File: src/rtl/instruction_fetch_if.sv
// Bundles the instruction-memory request/response channel, the redirect
// input and the execute-side instruction handshake of the fetch stage.
interface instruction_fetch_if;
  logic        imem_req_valid;
  logic        imem_req_ready;
  logic [31:0] imem_req_addr;
  logic        imem_resp_valid;
  logic [31:0] imem_resp_data;
  logic        redirect_valid;
  logic [31:0] redirect_pc;
  logic        instr_valid;
  logic        instr_ready;
  logic [31:0] instruction;
  logic [31:0] pc;
  logic [31:0] pcNext;

  modport master (
    output imem_req_valid, imem_req_addr,
    input  imem_req_ready, imem_resp_valid, imem_resp_data,
    input  redirect_valid, redirect_pc,
    output instr_valid, instruction, pc, pcNext,
    input  instr_ready
  );

  modport slave (
    input  imem_req_valid, imem_req_addr,
    output imem_req_ready, imem_resp_valid, imem_resp_data,
    output redirect_valid, redirect_pc,
    input  instr_valid, instruction, pc, pcNext,
    output instr_ready
  );
endinterface

File: src/rtl/instruction_fetch.sv
// Fetch stage: owns the PC, issues credit-limited word reads, pairs in-order
// responses with their addresses and buffers them for the execute stage.
module instruction_fetch #(
  parameter logic [31:0] RESET_PC = 32'h0000_0000,
  parameter int          DEPTH    = 2
) (
  input logic                 clk,
  input logic                 reset_n,
  instruction_fetch_if.master bus
);
  localparam int PW = $clog2(DEPTH);
  localparam int CW = PW + 1;
  localparam logic [CW:0] DepthW = (CW + 1)'(DEPTH);

  logic [31:0]   fetchPc_q, fetchPc_d;
  logic [CW-1:0] inflight_q, inflight_d;
  logic [CW-1:0] discard_q, discard_d;
  logic [CW-1:0] count_q, count_d;
  logic [PW-1:0] head_q, head_d, tail_q, tail_d;
  logic [PW-1:0] tagHead_q, tagHead_d, tagTail_q, tagTail_d;
  logic [31:0]   entryPc_q    [DEPTH];
  logic [31:0]   entryInstr_q [DEPTH];
  logic [31:0]   tag_q        [DEPTH];

  logic          reqValid, reqFire, respFire, popFire, pushEn, headValid;
  logic [CW:0]   credit;
  logic [31:0]   headPc;

  // Credit counts both buffered and outstanding words, so a response always finds room.
  assign credit    = {1'b0, inflight_q} + {1'b0, count_q};
  assign reqValid  = reset_n && !bus.redirect_valid && (credit < DepthW);
  assign reqFire   = reqValid && bus.imem_req_ready;
  assign respFire  = bus.imem_resp_valid;
  assign headValid = (count_q != '0);
  assign popFire   = headValid && bus.instr_ready;
  assign pushEn    = respFire && !bus.redirect_valid && (discard_q == '0);
  assign headPc    = entryPc_q[head_q];

  assign bus.imem_req_valid = reqValid;
  assign bus.imem_req_addr  = fetchPc_q;
  assign bus.instr_valid    = headValid;
  assign bus.instruction    = entryInstr_q[head_q];
  assign bus.pc             = headPc;
  assign bus.pcNext         = headPc + 32'd4;

  always_comb begin
    fetchPc_d  = fetchPc_q;
    inflight_d = inflight_q;
    discard_d  = discard_q;
    count_d    = count_q;
    head_d     = head_q;
    tail_d     = tail_q;
    tagHead_d  = tagHead_q;
    tagTail_d  = tagTail_q;

    if (reqFire) begin
      fetchPc_d = fetchPc_q + 32'd4;
      tagTail_d = tagTail_q + PW'(1);
    end
    if (respFire) begin
      tagHead_d = tagHead_q + PW'(1);
    end
    inflight_d = inflight_q + CW'(reqFire) - CW'(respFire);

    // Tags are never flushed: stale responses still retire their tag entry.
    if (bus.redirect_valid) begin
      fetchPc_d = bus.redirect_pc & ~32'd3;
      discard_d = inflight_q - CW'(respFire);
      count_d   = '0;
      head_d    = '0;
      tail_d    = '0;
    end else begin
      if (respFire && (discard_q != '0)) begin
        discard_d = discard_q - CW'(1);
      end
      if (pushEn) begin
        tail_d = tail_q + PW'(1);
      end
      if (popFire) begin
        head_d = head_q + PW'(1);
      end
      count_d = count_q + CW'(pushEn) - CW'(popFire);
    end
  end

  always_ff @(posedge clk or negedge reset_n) begin
    if (!reset_n) begin
      fetchPc_q  <= RESET_PC;
      inflight_q <= '0;
      discard_q  <= '0;
      count_q    <= '0;
      head_q     <= '0;
      tail_q     <= '0;
      tagHead_q  <= '0;
      tagTail_q  <= '0;
      for (int i = 0; i < DEPTH; i++) begin
        entryPc_q[i]    <= '0;
        entryInstr_q[i] <= '0;
        tag_q[i]        <= '0;
      end
    end else begin
      fetchPc_q  <= fetchPc_d;
      inflight_q <= inflight_d;
      discard_q  <= discard_d;
      count_q    <= count_d;
      head_q     <= head_d;
      tail_q     <= tail_d;
      tagHead_q  <= tagHead_d;
      tagTail_q  <= tagTail_d;
      if (reqFire) begin
        tag_q[tagTail_q] <= fetchPc_q;
      end
      if (pushEn) begin
        entryPc_q[tail_q]    <= tag_q[tagHead_q];
        entryInstr_q[tail_q] <= bus.imem_resp_data;
      end
    end
  end
endmodule

File: src/flat_wrapper.sv
// flat-port wrapper written by rule: the top's interface ports become plain ports
module instruction_fetch_flat 
#(
  parameter logic [31:0] RESET_PC = 32'h0000_0000,
  parameter int          DEPTH    = 2
)
  (clk, reset_n, bus_imem_req_valid, bus_imem_req_addr, bus_imem_req_ready, bus_imem_resp_valid, bus_imem_resp_data, bus_redirect_valid, bus_redirect_pc, bus_instr_valid, bus_instruction, bus_pc, bus_pcNext, bus_instr_ready);
  instruction_fetch_if bus_i ();
  input logic clk;
  input logic reset_n;
  output wire logic [$bits(bus_i.imem_req_valid)-1:0] bus_imem_req_valid;
  output wire logic [$bits(bus_i.imem_req_addr)-1:0] bus_imem_req_addr;
  input wire logic [$bits(bus_i.imem_req_ready)-1:0] bus_imem_req_ready;
  input wire logic [$bits(bus_i.imem_resp_valid)-1:0] bus_imem_resp_valid;
  input wire logic [$bits(bus_i.imem_resp_data)-1:0] bus_imem_resp_data;
  input wire logic [$bits(bus_i.redirect_valid)-1:0] bus_redirect_valid;
  input wire logic [$bits(bus_i.redirect_pc)-1:0] bus_redirect_pc;
  output wire logic [$bits(bus_i.instr_valid)-1:0] bus_instr_valid;
  output wire logic [$bits(bus_i.instruction)-1:0] bus_instruction;
  output wire logic [$bits(bus_i.pc)-1:0] bus_pc;
  output wire logic [$bits(bus_i.pcNext)-1:0] bus_pcNext;
  input wire logic [$bits(bus_i.instr_ready)-1:0] bus_instr_ready;
  assign bus_imem_req_valid = bus_i.imem_req_valid;
  assign bus_imem_req_addr = bus_i.imem_req_addr;
  assign bus_i.imem_req_ready = bus_imem_req_ready;
  assign bus_i.imem_resp_valid = bus_imem_resp_valid;
  assign bus_i.imem_resp_data = bus_imem_resp_data;
  assign bus_i.redirect_valid = bus_redirect_valid;
  assign bus_i.redirect_pc = bus_redirect_pc;
  assign bus_instr_valid = bus_i.instr_valid;
  assign bus_instruction = bus_i.instruction;
  assign bus_pc = bus_i.pc;
  assign bus_pcNext = bus_i.pcNext;
  assign bus_i.instr_ready = bus_instr_ready;
  instruction_fetch #(.RESET_PC(RESET_PC), .DEPTH(DEPTH)) u_core (.clk(clk), .reset_n(reset_n), .bus(bus_i));
endmodule
File: config.mk
export PLATFORM = sky130hd
export DESIGN_NAME = instruction_fetch_flat
export DESIGN_NICKNAME = d
export VERILOG_FILES = /design/src/rtl/instruction_fetch_if.sv /design/src/rtl/instruction_fetch.sv /design/src/flat_wrapper.sv
export SDC_FILE = /design/constraint.sdc
export NUM_CORES = 1
export LEC_CHECK = 0
export ABC_AREA = 1
export CAP_MARGIN = 20
export CORE_UTILIZATION = 25
export DETAILED_ROUTE_END_ITERATION = 6
export PLACE_DENSITY = 0.48
export SKIP_CTS_REPAIR_TIMING = 1
export SYNTH_ARGS = -nofsm -noshare
export SYNTH_HDL_FRONTEND = slang
export SYNTH_SLANG_ARGS = --single-unit
export TNS_END_PERCENT = 5
File: constraint.sdc
create_clock -name clk -period 1.9 [get_ports clk]
set_input_delay 0.38 -clock clk [delete_from_list [all_inputs] [get_ports clk]]
set_output_delay 0.38 -clock clk [all_outputs]
set_load 0.01 [all_outputs]
; ---- Word level (Yosys, flattened, before mapping)
; Index checks and enable logic that the tools add are counted.
; W data, S select, Z words.
[classes]
mux = 25
n_reduce_logical = 17
add_sub_neg = 13
n_lt_le_gt_ge = 7
n_bitwise = 4
[op_table]
columns = operator, count
row1 = $mux W32, 13
row2 = $bwmux W64, 3
row3 = $add A32 B3 Y32 const B, 2
row4 = $demux W32 S1, 2
row5 = $reduce_bool A2 Y1, 6
row6 = $logic_and A1 B1 Y1, 9
row7 = $ge A2 B2 Y1 const B, 4
row8 = $not A1 Y2, 4
row9 = $mux W2, 3
row10 = $sub A2 B1 Y2, 3
row11 = $add A1 B1 Y1 const B, 4
row12 = $add A2 B1 Y2, 2
row13 = $lt A2 B1 Y1 const B, 2
row14 = $mux W1, 4
row15 = $add A2 B2 Y3, 1
row16 = $lt A3 B2 Y1 const B, 1
row17 = $logic_not A2 Y1, 1
row18 = $sub A2 B1 Y2 const B, 1
row19 = $logic_not A1 Y1, 1
[totals]
input_bits = 70
wordCells = 80
register_bits = 234

; ---- Logic depth before layout (Yosys ltp)
; Gate-level depths: netlist of run 1.
[logic_depth]
word_depth = 6
ltp_mapped = 11

; ---- Worst setup path after synthesis of run 1
; No wires, ideal clock.
[synth_timing]
path_type = reg2out
startpoint = register u_core.head_q
endpoint = output port bus_pcNext[16]
slack_ns = -0.182
path_stages_with_launch = 10
arrival_time_ns = 1.702
cell_sequence = dfrtp_1 -> buf_6 -> nand2_1 -> o21ai_2 -> ha_1 -> nand3_2 -> inv_1 -> nand2_1 -> nor2_1 -> xor2_1
[synth_between]
elab_chain_cells = 5
[synth_rtl]
columns = item, line
row1 = from (decl), instruction_fetch.sv:19  ; logic [PW-1:0] head_q, head_d, tail_q, tail_d;
row2 = from (signal assigned), instruction_fetch.sv:92  ; head_q <= '0;
row3 = from (signal assigned), instruction_fetch.sv:106  ; head_q <= head_d;
row4 = $not A1 Y2 (not written as such), instruction_fetch.sv:37  ; assign headPc = entryPc_q[head_q];
row5 = $mux W32 (not written as such) (3 in series), instruction_fetch.sv:37
row6 = net bus_pc[2], flat_wrapper.sv:20  ; output wire logic [$bits(bus_i.pc)-1:0] bus_pc;
row7 = $add A32 B3 Y32, instruction_fetch.sv:44  ; assign bus.pcNext = headPc + 32'd4;
row8 = to (decl), flat_wrapper.sv:21  ; output wire logic [$bits(bus_i.pcNext)-1:0] bus_pcNext;
; The timed path passes the listed nets, and every way through them passes these cells. The select of a mux whose other input is x is not followed.

; ---- Worst setup path after layout of run 1
[layout_timing]
startpoint = register u_core.head_q
endpoint = output port bus_pcNext[15]
[layout_between]
elab_chain_cells = 5
[layout_rtl]
columns = item, line
row1 = $not A1 Y2 (not written as such), instruction_fetch.sv:37
row2 = $mux W32 (not written as such) (3 in series), instruction_fetch.sv:37
row3 = $add A32 B3 Y32, instruction_fetch.sv:44
; No other way between the ends. The select of a mux whose other input is x is not followed.

==> results of run 1 <==
==> layout make-up <==
| cell class | count | area share (%) |
|---|---|---|
| clock inverter | 12 | 1.57 |
| multi-input combinational | 1104 | 33.7 |
| timing repair buffer | 339 | 19.1 |
| sequential | 224 | 33.6 |
| clock buffer | 36 | 4.72 |
| tap | 600 | 4.48 |
| inverter | 125 | 2.88 |
==> power by group through the flow <==
stage	sequential, mW	combinational (mW)	clock, mW
6_report	7.93	10.5	5.99
5_1_grt	8.17	11.6	6.34
3_3_place_gp	7.88	10.1	0
4_1_cts	7.85	10.3	6.15
3_5_place_dp	7.92	10.2	0
2_1_floorplan	7.62	5.03	0
==> routing by layer <==
layer / vias to the layer above / part of all wire, % / global-route usage, %
met5: - / 0 / 0
met4: 0 / 1.2 / 2.96
met3: 35 / 4.0 / 1.78
met2: 232 / 46 / 24.5
met1: 5030 / 49 / 22.1
li1: 5310 / - / -
==> state kept, by name, summed over array words and instances (netlist names) <==
name,flops
u_core.bus.imem_req_addr,30
u_core.count_q,2
u_core.discard_q,2
u_core.entryInstr_q,64
u_core.entryPc_q,60
u_core.head_q,1
u_core.inflight_q,2
u_core.tagHead_q,1
u_core.tagTail_q,1
u_core.tag_q,60
u_core.tail_q,1
==> cell usage after synthesis, types with 6 or more instances <==
| cell type | n |
|---|---|
| dfrtp_1 | 224 |
| buf_1 | 6 |
| mux2_2 | 30 |
| clkbuf_1 | 48 |
| xor2_1 | 21 |
| ha_1 | 7 |
| nand2_2 | 26 |
| nand3_1 | 51 |
| nand2_1 | 679 |
| xnor2_1 | 7 |
| o21ai_1 | 9 |
| nor2_1 | 77 |
| buf_4 | 7 |
| inv_1 | 120 |
| nor2_2 | 10 |
| o21ai_0 | 142 |
==> worst min path at each step <==
stage / slack (ns) / startpoint / to
final: 0.39 / bus_redirect_pc[14] / u_core.bus.imem_req_addr[14]
after global routing: 0.41 / bus_redirect_pc[14] / u_core.bus.imem_req_addr[14]
after CTS: -0.08 / reset_n / u_core.tail_q
after detailed placement: 0.47 / u_core.entryPc_q[29] / u_core.entryPc_q[29]
after global placement: 0.46 / u_core.tag_q[12] / u_core.tag_q[12]
after floorplan: 0.08 / reset_n / u_core.bus.imem_req_addr[10]
==> worst max-delay path: stages (launching register included) <==
cell,delay [ns]
dfrtp_2,0.47
clkinv_4,0.12
clkbuf_16,0.16
nand2_1,0.08
nand2_4,0.12
nand2_4,0.09
nor2_4,0.13
nand2_2,0.08
nor2_4,0.14
buf_4,0.13
xor2_1,0.12
buf_2,0.14
==> cell families after synthesis <==
| kind of cell | share of synthesized area, % |
|---|---|
| simple gates | 30.2 |
| flops | 49.0 |
| buf+inv | 6.88 |
| compound gates | 7.88 |
| mux | 2.95 |
| xor+xnor | 2.14 |
| fa+ha+maj | 0.940 |
| other cells | 0.0328 |
==> metrics by stage <==
step	worst slack [ns]	hold WS (ns)	instances	utilization, %
floorplan	-0.0279	0.0844	1522	-
global route	-0.924	0.408	2440	37.0
global placement	-0.687	0.461	2363	33.1
finish	-0.798	0.393	2440	37.0
CTS	-1.26	-0.0761	2411	35.4
detailed placement	-0.683	0.466	2363	33.1
==> results.toml, run 1 <==
[global_routing]
grt_max_degree = 141
grt_pass1_vias = 10200
antenna_found_initial = 0
grtUsageTotal_pct = 15.3
grt_first_pass_wirelength_um = 56900
overflow = 0

[cts]
cts-root-buf = "clkbuf_16"
cts_tree = "done"
clock_path_buffers = 3
cts_buffers = 26
worstSkewPairLatency_ns = 0.53
path_clk_slew_ns = 0.06
cts_max_level = 1
clock-sinks = 224

[sta]
setup_viol = 131
period_share_pct = 142
clock.fmax_mhz = 371
hold_viol_final = 0
fin_ws_ns = -0.798
tns_ns = -41.92
maxSlewHeadroom_pct = 42.0
worst_pin_slew_ns = 0.870
maxSlewViolCount = 0
rsz0062_at_grt = "yes"
min_period_ns = 2.70
fin_skew_ns = 0.0103

[power_and_ir_drop]
p_int_mw = 15.5
finalPower_mw = 24.4
vdd_ir_drop_max_uv = 703
power_frac_comb_pct = 42.9
p_clk_share_pct = 24.6
seq_power_share_pct = 32.5
netSwitchingPower_mw = 8.86
power_density_nw_per_um2 = 1460
p_sw_share_pct = 36.3
leakage_nw = 8.90

[floorplanning]
initial_utilization_pct = 25.3
die_w_um = 216
row_count = 78
die_h_um = 216
ios = 200
coreArea_um2 = 45300
die_area_um2 = 46600

[drt]
first_pass_iters = 5
finalWirelength_um = 36800
vias_per_cell = 4.35
ant_nets = 0
wl_per_cell_um = 15.1
num_vias = 10600
drc = 0
drt_iter0_drc = 699

[setup_path]
end_kind = "output port"
timing.rr.start = "u_core.count_q[0]"
crit_fanout = 8
reg2reg_slack_ns = -0.16
cp-startpoint = "u_core.head_q"
critPathKind = "flop to output port"
worstPathRequired_ns = 1.52
crit_end = "bus_pcNext[15]"
critPathLaunchType = "flop"
ff2ff_path_depth = 10
r2r_end = "u_core.tag_q[44]"
worstPathArrival_ns = 2.32

[synthesis]
synth_area_leader_cell = "dfrtp_1"
syn_inst = 1517
synth_top_area_share_pct = 49.0
ys_ff_latch = 224
yosysUniqueCellTypes = 38
ys.flop_type = "dfrtp_1"
ys_seq_area_share_pct = 49.0
netlist_area_um2 = 11400
synth_edf_count = 0
yosysWarnings = 0
async_reset_ff_share_pct = 100
ys_top_cells_by_area = "dfrtp_1 (49%), nand2_1 (22%), o21ai_0 (6.2%)"
synth_area_per_cell_um2 = 7.54

[layout]
nets = 1898
final_common_cell = "nand2_1"
diodes = 0
syn_to_final_growth_pct = 46.3
seq_area_um2 = 5630
design_area_um2 = 16700
multi_input_comb_area_um2 = 5630
fillCellCount = 4745
layout_common_cells = "nand2_1 (627), dfrtp_1 (205), o21ai_0 (124)"
drive_gt1_share_pct = 25.7

[placed_design]
io_buffers = 191
place_area_um2 = 15000
gp_congestion = 0.836
dp_hpwl_um = 26200

[outcome]
violations = "negative setup slack"
status = "finished with violations"

[worst_hold_path]
hold_path_class = "input port to flop"
hold_depth = 3

[run]
drv_cap = 0
(Power assumes the default switching activity.)
==> run 2: changes to the inputs <==
- CAP_MARGIN: 20 -> default
==> results of run 2 <==
The final DEF is identical to that of run 1; final timing and power are the same.
==> run 3: changes to the inputs <==
- CAP_MARGIN: default -> 30
- CTS_BUF_LIST: default -> sky130_fd_sc_hd__clkbuf_8 sky130_fd_sc_hd__clkbuf_16
==> run 3 against run 2 <==
The flow still finishes with violations (negative setup slack). Clock skew hardly changed. Critical path depth stayed put. Sequential cell count stayed put. Total power hardly changed. Global-route usage hardly changed. Non-clock buffer count stayed put. Combinational power hardly changed. Register-to-register slack hardly changed. Routed wire length hardly changed. Count of clock-buffer cells in the layout is 1 lower. Sequential power hardly changed. First-iteration DRC count is 1.7% higher. Largest power group unchanged.
==> results.toml, run 3 (same netlist as run 1, synthesis figures left out) <==
[drt]
vias_per_cell = 4.36
ant_nets = 0
drt_iter0_drc = 711
finalWirelength_um = 36800
num_vias = 10600
drc = 0
wl_per_cell_um = 15.1
first_pass_iters = 5

[setup_path]
cp_num_buf_inv = 4
r2r_end = "u_core.tag_q[44]"
path_delay_family = "simple AND/OR/NAND/NOR gates"
critPathLaunchType = "flop"
crit_end = "bus_pcNext[15]"
cp_slowest_cell = "dfrtp_2"
cp_cell_sequence = "clkinv_4 -> clkbuf_16 -> nand2_1 -> nand2_4 -> nand2_4 -> nor2_4 -> nand2_2 -> nor2_4 -> buf_4 -> xor2_1 -> buf_2"
ff2ff_path_depth = 10
worstPathArrival_ns = 2.32
critPathKind = "flop to output port"
worstPathRequired_ns = 1.52
crit_cells = 11
timing.rr.start = "u_core.count_q[0]"
slowest_delay_ns = 0.47
end_kind = "output port"
crit_fanout = 8
reg2reg_slack_ns = -0.16
cp-startpoint = "u_core.head_q"

[layout]
final_common_cell = "nand2_1"
fillCellCount = 4745
drive_gt1_share_pct = 25.7
syn_to_final_growth_pct = 46.3
design_area_um2 = 16700
nets = 1898
largest_register_ffs = 64
diodes = 0
finish.utilization_pct = 37.0
seq_area_um2 = 5630
multi_input_comb_area_um2 = 5630
regMostFlops = "u_core.entryInstr_q"
reg_top3 = "u_core.entryInstr_q (64), u_core.entryPc_q (60), u_core.tag_q (60)"
layout_common_cells = "nand2_1 (627), dfrtp_1 (205), o21ai_0 (124)"
instances_no_fill = 2440

[placed_design]
place_area_um2 = 15000
gp_congestion = 0.836
dp_hpwl_um = 26200
placed_cells = 2363
place_ws_ns = -0.683
io_buffers = 191

[power_and_ir_drop]
seq_power_share_pct = 32.5
power_frac_comb_pct = 43.0
leakage_nw = 8.91
power_density_nw_per_um2 = 1460
p_int_mw = 15.5
finalPower_mw = 24.4
vdd_ir_drop_max_uv = 701
netSwitchingPower_mw = 8.86
p_clk_share_pct = 24.5
p_sw_share_pct = 36.3

[floorplanning]
coreArea_um2 = 45300
initial_utilization_pct = 25.3
die_w_um = 216
die_area_um2 = 46600
row_count = 78
ios = 200
die_h_um = 216

[cts]
cts_max_level = 1
cts_buffers = 26
clock-sinks = 224
clock_path_buffers = 3
worstSkewPairLatency_ns = 0.53
cts_tree = "done"
path_clk_slew_ns = 0.06
cts-root-buf = "clkbuf_16"

[global_routing]
grt_max_degree = 141
grt_first_pass_wirelength_um = 56900
grtUsageTotal_pct = 15.3
antenna_found_initial = 0
overflow = 0
grt_pass1_vias = 10200

[sta]
fin_skew_ns = 0.0104
fin_ws_ns = -0.798
hold_viol_final = 0
maxSlewViolCount = 0
maxSlewHeadroom_pct = 42.0
setup_viol = 129
min_period_ns = 2.70
period_share_pct = 142
rsz0062_at_grt = "yes"
clock.fmax_mhz = 371
worst_pin_slew_ns = 0.870

[outcome]
status = "finished with violations"
violations = "negative setup slack"

[worst_hold_path]
hold_depth = 3
hold_path_class = "input port to flop"

[run]
drv_cap = 0
## run 3: per-stage QoR
| step | hold slack (ns) | TNS [ns] |
|---|---|---|
| floorplan | 0.0844 | -0.717 |
| global placement | 0.461 | -37.37 |
| detailed placement | 0.466 | -40.54 |
| CTS | -0.0761 | -87.96 |
| global route | 0.408 | -65.96 |
| finish | 0.393 | -41.98 |
## run 3: worst min path at each step
| stage | start | to | slack, ns |
|---|---|---|---|
| 3_3_place_gp | u_core.tag_q[12] | u_core.tag_q[12] | 0.46 |
| 6_report | bus_redirect_pc[14] | u_core.bus.imem_req_addr[14] | 0.39 |
| 3_5_place_dp | u_core.entryPc_q[29] | u_core.entryPc_q[29] | 0.47 |
| 4_1_cts | reset_n | u_core.tail_q | -0.08 |
| 2_1_floorplan | reset_n | u_core.bus.imem_req_addr[10] | 0.08 |
| 5_1_grt | bus_redirect_pc[14] | u_core.bus.imem_req_addr[14] | 0.41 |
## run 3: worst min-delay path, cell delays in order
cell and delay (ns):
clkdlybuf4s50_1 0.40, nand2_1 0.07, nand2_1 0.05
## run 3: power by group through the flow
stage	Sequential [mW]	Clock, mW	Combinational, mW
global placement	7.88	0	10.1
CTS	7.85	6.14	10.3
floorplan	7.62	0	5.03
global route	8.17	6.34	11.6
detailed placement	7.92	0	10.2
finish	7.93	5.98	10.5
## run 3: layout make-up
| class | count | share of cell area, % |
|---|---|---|
| Timing Repair Buffer | 339 | 19.1 |
| Clock buffer | 35 | 4.69 |
| Sequential cell | 224 | 33.6 |
| Tap cell | 600 | 4.48 |
| Clock inverter | 13 | 1.59 |
| Inverter | 125 | 2.88 |
| Multi-Input combinational cell | 1104 | 33.7 |
## run 3: per-layer routing
metal  up-vias  global-route usage [%]  share of wire, %
li1       5312                       -                 -
met4         0                    2.96               1.2
met1      5048                    22.1                49
met2       237                    24.5                46
met3        35                    1.78               4.0
met5         -                       0                 0
